==> config.mk <==
export PLATFORM = sky130hd
export DESIGN_NAME = ecfs_sync_pulse_gen
export DESIGN_NICKNAME = d
export VERILOG_FILES = /design/src/rtl/ecfs_sync_pkg.sv /design/src/rtl/ecfs_sync_decim.sv /design/src/rtl/ecfs_sync_pulse_gen.sv
export SDC_FILE = /design/constraint.sdc
export NUM_CORES = 1
export LEC_CHECK = 0
export ABC_AREA = 1
export BUFFER_PORTS_ARGS = -buffer_cell sky130_fd_sc_hd__buf_2
export CAP_MARGIN = 30
export CORE_UTILIZATION = 35
export DETAILED_ROUTE_END_ITERATION = 16
export PLACE_DENSITY = 0.62
export REMOVE_ABC_BUFFERS = 1
export SYNTH_ARGS = -nofsm -noshare
export SYNTH_HDL_FRONTEND = slang
export SYNTH_HIERARCHICAL = 1
export SYNTH_SLANG_ARGS = --single-unit
==> constraint.sdc <==
create_clock -name clk -period 2.3 [get_ports clk]
set_input_delay 0.46 -clock clk [delete_from_list [all_inputs] [get_ports clk]]
set_output_delay 0.46 -clock clk [all_outputs]
set_load 0.005 [all_outputs]
==> src/rtl/ecfs_sync_pkg.sv <==
// ecfs_sync_pkg
// Shared definitions for the ecfs_sync_pulse_gen carrier/sync generator:
//   - ecfs_state_e : carrier direction state (IDLE, UP, DOWN)
//   - ECFS_P_MIN   : smallest usable half-period; smaller period requests clamp here
//   - ECFS_CNT_W / ECFS_DEC_W : default counter and decimation widths
package ecfs_sync_pkg;

    localparam int ECFS_CNT_W = 16;
    localparam int ECFS_DEC_W = 4;
    localparam int ECFS_P_MIN = 2;

    typedef enum logic [1:0] {
        ST_IDLE = 2'd0,
        ST_UP   = 2'd1,
        ST_DOWN = 2'd2
    } ecfs_state_e;

endpackage

==> src/rtl/ecfs_sync_decim.sv <==
// ecfs_sync_decim
// Decimation counter for the carrier sync pulse. Every sync_event either fires
// a one-cycle pulse (counter at zero, then reloaded from decim) or counts down.
// clear forces the counter to zero so the first event afterwards always fires.
// Ports:
//   clk, reset_n   : clock, asynchronous active-low reset
//   sync_event     : one sync event to be decimated (single cycle)
//   decim          : pulse every decim+1 events; sampled only on reload
//   clear          : synchronous clear of counter and pulse
//   pulse          : registered one-cycle pulse
module ecfs_sync_decim import ecfs_sync_pkg::*; #(
    parameter int DEC_W = ECFS_DEC_W
) (
    input  logic             clk,
    input  logic             reset_n,
    input  logic             sync_event,
    input  logic [DEC_W-1:0] decim,
    input  logic             clear,
    output logic             pulse
);

    logic [DEC_W-1:0] dcnt_r;
    logic             pulse_r;

    // Decimation counter and registered pulse
    always_ff @(posedge clk or negedge reset_n) begin
        if (!reset_n) begin
            dcnt_r  <= '0;
            pulse_r <= 1'b0;
        end else if (clear) begin
            dcnt_r  <= '0;
            pulse_r <= 1'b0;
        end else if (sync_event) begin
            if (dcnt_r == '0) begin
                pulse_r <= 1'b1;
                dcnt_r  <= decim;
            end else begin
                pulse_r <= 1'b0;
                dcnt_r  <= dcnt_r - DEC_W'(1);
            end
        end else begin
            pulse_r <= 1'b0;
        end
    end

    assign pulse = pulse_r;

endmodule

==> src/rtl/ecfs_sync_pulse_gen.sv <==
// ecfs_sync_pulse_gen
// Symmetric up/down triangle carrier (0..P..1, period 2P) with a decimated
// one-cycle sync pulse at the valley. The half-period is shadowed at valleys
// so period updates never truncate a running ramp.
// Build option: define ECFS_SYNC_PEAK_EN to make carrier peaks sync events too
// (pulse in the cycle carrier==P, same decimation counter).
// Ports:
//   clk, reset_n : clock, asynchronous active-low reset
//   enable       : run request; low returns to IDLE on the next edge
//   period       : requested half-period P (clamped to >= 2 when loaded)
//   decim        : pulse every decim+1 sync events
//   sync_in      : external sync; a rising edge restarts the carrier at 0
//   sync_out     : registered one-cycle sync pulse
//   carrier      : registered triangle counter
//   dir_down     : registered, 1 while counting down
module ecfs_sync_pulse_gen import ecfs_sync_pkg::*; #(
    parameter int CNT_W = ECFS_CNT_W,
    parameter int DEC_W = ECFS_DEC_W
) (
    input  logic             clk,
    input  logic             reset_n,
    input  logic             enable,
    input  logic [CNT_W-1:0] period,
    input  logic [DEC_W-1:0] decim,
    input  logic             sync_in,
    output logic             sync_out,
    output logic [CNT_W-1:0] carrier,
    output logic             dir_down
);

`ifdef ECFS_SYNC_PEAK_EN
    localparam logic PEAK_SYNC = 1'b1;
`else
    localparam logic PEAK_SYNC = 1'b0;
`endif

    ecfs_state_e      state_r;
    logic [CNT_W-1:0] carrier_r;
    logic [CNT_W-1:0] p_shadow_r;
    logic             dir_down_r;
    // High in the cycle right after an event has been evaluated; a sync edge
    // landing in that cycle merges with it instead of pulsing a second time.
    logic             ev_r;
    logic             sync_d1_r;
    logic             sync_d2_r;

    logic             rise_s;
    logic [CNT_W-1:0] p_load_s;
    logic             enter_s;
    logic             sync_ev_s;
    logic             turn_s;
    logic             peak_s;
    logic             decim_ev_s;
    logic             clear_s;

    // Two-stage sync_in delay line; the edge is taken between the two stages
    always_ff @(posedge clk or negedge reset_n) begin
        if (!reset_n) begin
            sync_d1_r <= 1'b0;
            sync_d2_r <= 1'b0;
        end else begin
            sync_d1_r <= sync_in;
            sync_d2_r <= sync_d1_r;
        end
    end

    // Event detection and the decimator's event strobe
    always_comb begin
        rise_s    = sync_d1_r & ~sync_d2_r;
        p_load_s  = (period < CNT_W'(ECFS_P_MIN)) ? CNT_W'(ECFS_P_MIN) : period;
        enter_s   = enable && (state_r == ST_IDLE);
        sync_ev_s = enable && (state_r != ST_IDLE) && rise_s;
        // Natural valley and peak are evaluated on the edge that makes the
        // carrier show 0 / P, so the pulse lines up with that value.
        turn_s    = enable && (state_r == ST_DOWN) && (carrier_r == CNT_W'(1));
        peak_s    = enable && (state_r == ST_UP) && (carrier_r == (p_shadow_r - CNT_W'(1)));
        clear_s   = ~enable;
        if (enter_s) begin
            decim_ev_s = 1'b1;
        end else if (sync_ev_s) begin
            decim_ev_s = ~ev_r;
        end else if (turn_s) begin
            decim_ev_s = 1'b1;
        end else if (peak_s) begin
            decim_ev_s = PEAK_SYNC;
        end else begin
            decim_ev_s = 1'b0;
        end
    end

    // Carrier FSM: direction, counter, period shadow
    always_ff @(posedge clk or negedge reset_n) begin
        if (!reset_n) begin
            state_r    <= ST_IDLE;
            carrier_r  <= '0;
            p_shadow_r <= CNT_W'(ECFS_P_MIN);
            dir_down_r <= 1'b0;
            ev_r       <= 1'b0;
        end else if (!enable) begin
            state_r    <= ST_IDLE;
            carrier_r  <= '0;
            dir_down_r <= 1'b0;
            ev_r       <= 1'b0;
        end else begin
            case (state_r)
                ST_IDLE: begin
                    state_r    <= ST_UP;
                    carrier_r  <= '0;
                    p_shadow_r <= p_load_s;
                    dir_down_r <= 1'b0;
                    ev_r       <= 1'b1;
                end
                ST_UP, ST_DOWN: begin
                    if (rise_s) begin
                        state_r    <= ST_UP;
                        carrier_r  <= '0;
                        p_shadow_r <= p_load_s;
                        dir_down_r <= 1'b0;
                        ev_r       <= 1'b1;
                    end else if (state_r == ST_UP) begin
                        if (carrier_r == p_shadow_r) begin
                            state_r    <= ST_DOWN;
                            carrier_r  <= p_shadow_r - CNT_W'(1);
                            dir_down_r <= 1'b1;
                            ev_r       <= 1'b0;
                        end else begin
                            carrier_r <= carrier_r + CNT_W'(1);
                            ev_r      <= peak_s & PEAK_SYNC;
                        end
                    end else begin
                        if (carrier_r == '0) begin
                            // Valley cycle already evaluated; turn around
                            state_r    <= ST_UP;
                            carrier_r  <= CNT_W'(1);
                            dir_down_r <= 1'b0;
                            ev_r       <= 1'b0;
                        end else if (carrier_r == CNT_W'(1)) begin
                            carrier_r  <= '0;
                            p_shadow_r <= p_load_s;
                            ev_r       <= 1'b1;
                        end else begin
                            carrier_r <= carrier_r - CNT_W'(1);
                            ev_r      <= 1'b0;
                        end
                    end
                end
                default: begin
                    state_r    <= ST_IDLE;
                    carrier_r  <= '0;
                    dir_down_r <= 1'b0;
                    ev_r       <= 1'b0;
                end
            endcase
        end
    end

    ecfs_sync_decim #(
        .DEC_W (DEC_W)
    ) u_decim (
        .clk        (clk),
        .reset_n    (reset_n),
        .sync_event (decim_ev_s),
        .decim      (decim),
        .clear      (clear_s),
        .pulse      (sync_out)
    );

    assign carrier  = carrier_r;
    assign dir_down = dir_down_r;

endmodule

* Word-level counts from Yosys, hierarchy flattened *
Cells that the tools add are included.

storage, ports and cells
  bits in registers = 43
  input bits = 24
  logic and storage cells = 80

cells by class
  reduce and logical (&&, ||, !) cells = 13
  mux-type cells = 40
  bitwise gates (word level) = 3
  equality and inequality tests = 10
  add/subtract/negate cells = 4
  magnitude comparators = 1

operator list
  cell                     number
  $mux W16                 12
  $pmux W16 S2             1
  $sub A16 B1 Y16 const B  2
  $mux W1                  17
  $add A16 B1 Y16 const B  1
  $eq A16 B1 Y1 const B    1
  $eq A16 B16 Y1           1
  $logic_not A16 Y1        1
  $lt A16 B2 Y1 const B    1
  $mux W4                  3
  $mux W2                  5
  $ne A5 B5 Y1 const B     2
  $ne A3 B3 Y1 const B     3
  $logic_and A1 B1 Y1      5
  $reduce_and A5 Y1        1
  $logic_not A4 Y1         1
  $pmux W2 S2              1
  $reduce_bool A2 Y1       2
  $sub A4 B1 Y4 const B    1
  $eq A2 B1 Y1 const B     1
  $eq A2 B2 Y1 const B     1
  $logic_not A2 Y1         1
  $ne A2 B1 Y1 const B     1
  $not A1 Y1               2
  other kinds (4)          4

* Longest topological paths before layout *
  depth in word-level cells = 8
  depth in mapped cells = 14
  mapped depth without buffers = 14

* Modules after synthesis *
The synthesis kept the hierarchy.

by module, submodules not included
  module               cells an instance  times used  area an instance (µm²)  seq. area each (µm²)
  ecfs_sync_pulse_gen  535                1           3,291.9                 952.2
  ecfs_sync_decim      49                 1           344.1                   125.1

* Worst setup path after synthesis *
OpenSTA, ideal clock, no wires.

  path type = reg2reg
  start point = register state_r[1]
  end point = register p_shadow_r[0]
  setup slack = 570 ps
  data required time = 2,234 ps
  setup time = 66 ps
  arrival = 1,664 ps
  cell stages (with the launch flop) = 10
  clock period less this slack = 1,730 ps
  path through = dfrtp_1 > inv_1 > ha_1 > clkbuf_1 > inv_1 > nor2_1 > nor2_2 > clkbuf_1 > nand3_1 > nand2_1

on the way
  word-level cells in the longest chain between the ends = 4
  elaborated cells on any way between the ends = 10
  classes of those cells = 5 x eq/ne; 1 x mux; 4 x reduce/logical

ends and longest elaborated chain
  element                                                              RTL line                                                text
  start: declaration                                                   ecfs_sync_pulse_gen.sv:37                               ecfs_state_e state_r;
  start signal: assignment                                             ecfs_sync_pulse_gen.sv:94                               state_r <= ST_IDLE;
  start signal: assignment                                             ecfs_sync_pulse_gen.sv:100                              state_r <= ST_IDLE;
  start signal: assignment                                             ecfs_sync_pulse_gen.sv:107                              state_r <= ST_UP;
  $eq A2 B2 Y1 / $eq A2 B1 Y1 (equally long branches)                  ecfs_sync_pulse_gen.sv:105, ecfs_sync_pulse_gen.sv:120
  $reduce_or A2 Y1                                                     ecfs_sync_pulse_gen.sv:105                              case (state_r)
  $ne A3 B3 Y1 (no line) / $reduce_bool A2 Y1 (equally long branches)  -
  $reduce_and A5 Y1 (no line)                                          -
  end signal: assignment                                               ecfs_sync_pulse_gen.sv:96                               p_shadow_r <= CNT_W'(ECFS_P_MIN);
  end signal: assignment                                               ecfs_sync_pulse_gen.sv:109                              p_shadow_r <= p_load_s;
  end signal: assignment                                               ecfs_sync_pulse_gen.sv:117                              p_shadow_r <= p_load_s;
  end: declaration                                                     ecfs_sync_pulse_gen.sv:39                               logic [CNT_W-1:0] p_shadow_r;

Parallel ways exist; a longest one is shown, timed or not.
A chain may end at the register's enable or synchronous reset.

* Final worst setup path *
  start point = register carrier_r[9], in the netlist carrier[9]
  end point = register u_decim.dcnt_r[3]

on the way
  word-level cells in the longest chain between the ends = 6

ends and longest elaborated chain
  element                   RTL line                    text
  start: declaration        ecfs_sync_pulse_gen.sv:38   logic [CNT_W-1:0] carrier_r;
  start signal: assignment  ecfs_sync_pulse_gen.sv:123  carrier_r <= p_shadow_r - CNT_W'(1);
  start signal: assignment  ecfs_sync_pulse_gen.sv:127  carrier_r <= carrier_r + CNT_W'(1);
  start signal: assignment  ecfs_sync_pulse_gen.sv:142  carrier_r <= carrier_r - CNT_W'(1);
  $eq A16 B1 Y1             ecfs_sync_pulse_gen.sv:75   turn_s = enable && (state_r == ST_DOWN) && (carrier_r == CNT_W'(1));
  $logic_and A1 B1 Y1       ecfs_sync_pulse_gen.sv:75
  $mux W1                   ecfs_sync_pulse_gen.sv:82   end else if (turn_s) begin
  $mux W1                   ecfs_sync_pulse_gen.sv:80   end else if (sync_ev_s) begin
  $mux W1                   ecfs_sync_pulse_gen.sv:78   if (enter_s) begin
  net decim_ev_s            ecfs_sync_pulse_gen.sv:53   logic decim_ev_s;
  $ne A2 B1 Y1 (no line)    -
  end signal: assignment    ecfs_sync_decim.sv:36       dcnt_r <= decim;
  end signal: assignment    ecfs_sync_decim.sv:39       dcnt_r <= dcnt_r - DEC_W'(1);
  end: declaration          ecfs_sync_decim.sv:22       logic [DEC_W-1:0] dcnt_r;

The timed path passes the listed nets, and every way through them passes these cells.

==> results.md <==
* Outcome: finished clean
* Syn Area/Cell at 6.23 sq um
* Main flop type after synthesis: dfrtp_1
* Worst-margin pin slew at 0.606 ns
* Worst-case reg-to-reg path depth at 13
* Crit path max fanout at 9
* Fill cell count at 1,082
* DR pass1 iterations at 5
* Critical path class: flip-flop to flip-flop
* Critical Path Slowest Stage Cell: dfrtp_1
* Reg-to-reg critical path endpoint: u_decim/dcnt_r[3]$_DFFE_PN0P_
* Wire length on met2 at 4220 microns
* Post-CTS resize count at 0
* Placer congestion estimate at 0.927
* Top cell family by delay on the critical path: simple AND/OR/NAND/NOR gates
* First-pass GRT wire length at 16,500 microns
* Net Sw Frac at 50.7%
* Combinational Power Share at 56.5%
* Share of cells above drive strength 1 at 15.5%
* Die ar. at 0.0108 sq mm
* Worst slack, placed at 0.309 ns
* Final period utilization at 87.8%
* Slowest stage delay, CP at 0.51 ns
* Vias at 3,692
* Cts hold-fix bufs at 0
* Fin nets at 659
* Slew Limit Fails at 0
* Die height at 104 microns
* Slew HR at 59.4%
* Crit path top cell by count: nand2_1
* Tot GR Track Use at 18.7%
* Power per cell area at 1170 mW/mm^2
* P&R area growth vs syn at 12.8%
* WP data arrival at 2.26 ns
* I/O pin count at 42
* PortBufs at 41
* Worst IR Drop VDD at 0.000478 V
* TritonCTS clock tree: done
* Initial DRC Count at 269
* Vias/cell at 4.87
* Clock sink count at 43
* Met3 WL at 521 microns
* Synth top area share at 28.9%
* Crit-path cells: nor2_1 -> nand3_1 -> nor2_4 -> nand2_2 -> inv_1 -> nand3_1 -> a31oi_1 -> nor2_2 -> nor2_2 -> nand2_1 -> inv_1 -> nand2_1 -> nand2_1
* Power Internal at 2.37 mW
* Critical Path Stages at 13
* Leakage at 2.15 nW
* CTS root buffer: clkbuf_8
* Final WL at 9880 microns
* DR DRC count at 0
* Clock latency on the worst-skew pair at 0.30 ns
* Clk_skew at 0.00530 ns
* Number of global-route vias before repair at 3,338
* Max cap viols at 0
* Post-Syn Area at 0.00364 sq mm
* Top cells by area, synth: dfrtp_1 29%, nand2_1 22%, nand3_1 12%, nor2_1 6.9%, inv_1 4.4%
* Clk pwr share at 15.0%
* Met1 WL at 4940 microns
* Cts bufs inserted at 5
* CP endpoint kind: flip-flop
* Starting Density at 36.7%
* Hpwl dp at 7680 microns
* Switching power total at 2.43 mW
* Warnings, synthesis at 6
* Asr flop ratio synth at 100%
* Die width at 104 microns
* Unrepaired setup endpoints after global routing: no
* Final hold violation count at 0
* Crit path buffers/inverters at 2
* Initial antenna violation count at 0
* Antenna Nets Post-Route at 0
* CTS Buffer Depth at 2
* Post-DR wirelength/cell at 13.0 microns
* Sequential Power Share at 28.5%
* Global route overflow at 0
* FF-to-FF Start: carrier[9]$_DFF_PN0_
* # diodes at 0
* Seq cells post-synth at 43
* Netlist cell types at 30
* Top layer in use: met4
* R2r setup slk at 0.28 ns
* Tmin final at 2.02 ns
* Final setup TNS at 0 ns
* Crit start category: flip-flop
* CTS H-tree depth at 2
* CORE AREA at 0.00991 sq mm
* # Post-CTS Setup Buffers at 0
* Fmax at 0.495 GHz
* Largest net degree at the start of global routing at 44
* CP Data Required Time at 2.55 ns
* Hold WC Path Type: primary input to async pin
* Post-synthesis cell count at 584
* Post-route setup slack at 0.282 ns
* Biggest area consumer among synthesized cells: dfrtp_1
* Number of synthesized flops with an enable pin at 0
* Sequential area share after synthesis at 29.6%
* Worst-path clk slew at 0.09 ns
* # setup viols final at 0
* # rows at 36
cell usage after synthesis, types with 5 or more instances:
| master | instances |
|---|---|
| nand2_1 | 217 |
| nand3_1 | 85 |
| nor2_1 | 67 |
| inv_1 | 43 |
| dfrtp_1 | 42 |
| xor2_1 | 18 |
| a21oi_1 | 16 |
| inv_2 | 16 |
| ha_1 | 11 |
| o21ai_0 | 8 |
| nor3_1 | 7 |
| nand2_2 | 6 |
| buf_2 | 5 |
| nand4_1 | 5 |
| nor2_2 | 5 |
| nor2_4 | 5 |
cells in the final DEF (no fill, tap or decap), types with 2 or more instances in the layout:
cell / instances
nor2_4: 5
dfrtp_1: 42
ha_1: 11
nand2_1: 217
clkbuf_8: 5
nand3_1: 85
xnor2_1: 2
nand2_2: 6
xor2_1: 18
o21ai_0: 8
nor2_1: 67
bufinv_16: 2
nor2_2: 5
nor3_1: 7
inv_1: 43
buf_2: 41
or2_2: 2
inv_2: 16
a21oi_1: 16
nand3b_1: 3
nor3_2: 3
nand4_1: 5
buf_4: 7
nand2_4: 2
area by class of cell:
class	instances	area [sq um]	area share [%]
clock buffer	5	68.8	1.68
inverter	59	221	5.40
clock inverter	3	67.6	1.65
tap	133	166	4.06
timing repair buffer	48	258	6.29
sequential	43	1080	26.3
multi-input combinational	467	2240	54.7
power by group through the flow:
stage               Sequential (mW)  Clock [mW]  Combinational, mW
floorplan                      1.26           0               2.05
global placement               1.37           0               2.66
detailed placement             1.37           0               2.70
CTS                            1.36       0.728               2.71
global route                   1.41       0.765               3.11
finish                         1.37       0.721               2.71
routing by layer:
| metal | global-route usage [%] | vias to the layer above |
|---|---|---|
| met5 | 0 | - |
| li1 | - | 1918 |
| met4 | 5.71 | 0 |
| met3 | 2.57 | 16 |
| met2 | 28.6 | 95 |
| met1 | 27.2 | 1663 |
flip-flops by register name (all words and copies together) (netlist names):
register,cells
sync_d1_r,1
state_r,2
u_decim/pulse,1
carrier,16
p_shadow_r,16
ev_r,1
sync_d2_r,1
dir_down,1
u_decim/dcnt_r,4
how the worst max path moves through the flow:
stage                                 from                             to  slack (ns)
global route          carrier[9]$_DFF_PN0_  u_decim/dcnt_r[3]$_DFFE_PN0P_        0.07
detailed placement    carrier[9]$_DFF_PN0_  u_decim/dcnt_r[3]$_DFFE_PN0P_        0.31
finish                carrier[9]$_DFF_PN0_  u_decim/dcnt_r[3]$_DFFE_PN0P_        0.28
CTS                   carrier[9]$_DFF_PN0_  u_decim/dcnt_r[3]$_DFFE_PN0P_        0.29
global placement      carrier[9]$_DFF_PN0_  u_decim/dcnt_r[3]$_DFFE_PN0P_        0.35
floorplan           state_r[1]$_DFFE_PN0P_      p_shadow_r[0]$_DFFE_PN0P_        0.49
stage by stage:
stage | area [sq um] | hold WS [ns] | cells | utilization, % | total power [mW]
finish | 4100 | 0.236 | 758 | 41.4 | 4.80
detailed placement | 3960 | 0.363 | 750 | 40.0 | 4.07
global route | 4100 | 0.250 | 758 | 41.4 | 5.28
global placement | 3960 | 0.358 | 750 | 40.0 | 4.03
floorplan | 3540 | 0.164 | 569 | - | 3.31
CTS | 4100 | 0.255 | 758 | 41.4 | 4.80
kinds of logic after synthesis:
| group | count (synthesis) | share of synthesized area, % |
|---|---|---|
| AO/OA/AOI/OAI | 29 | 4.34 |
| AND/OR/NAND/NOR | 407 | 48.7 |
| adder cells (fa/ha/maj) | 11 | 3.79 |
| flip-flops | 43 | 29.6 |
| buffers and inverters | 74 | 8.74 |
| XOR/XNOR | 20 | 4.82 |
Power figures use the tool's default switching activity.
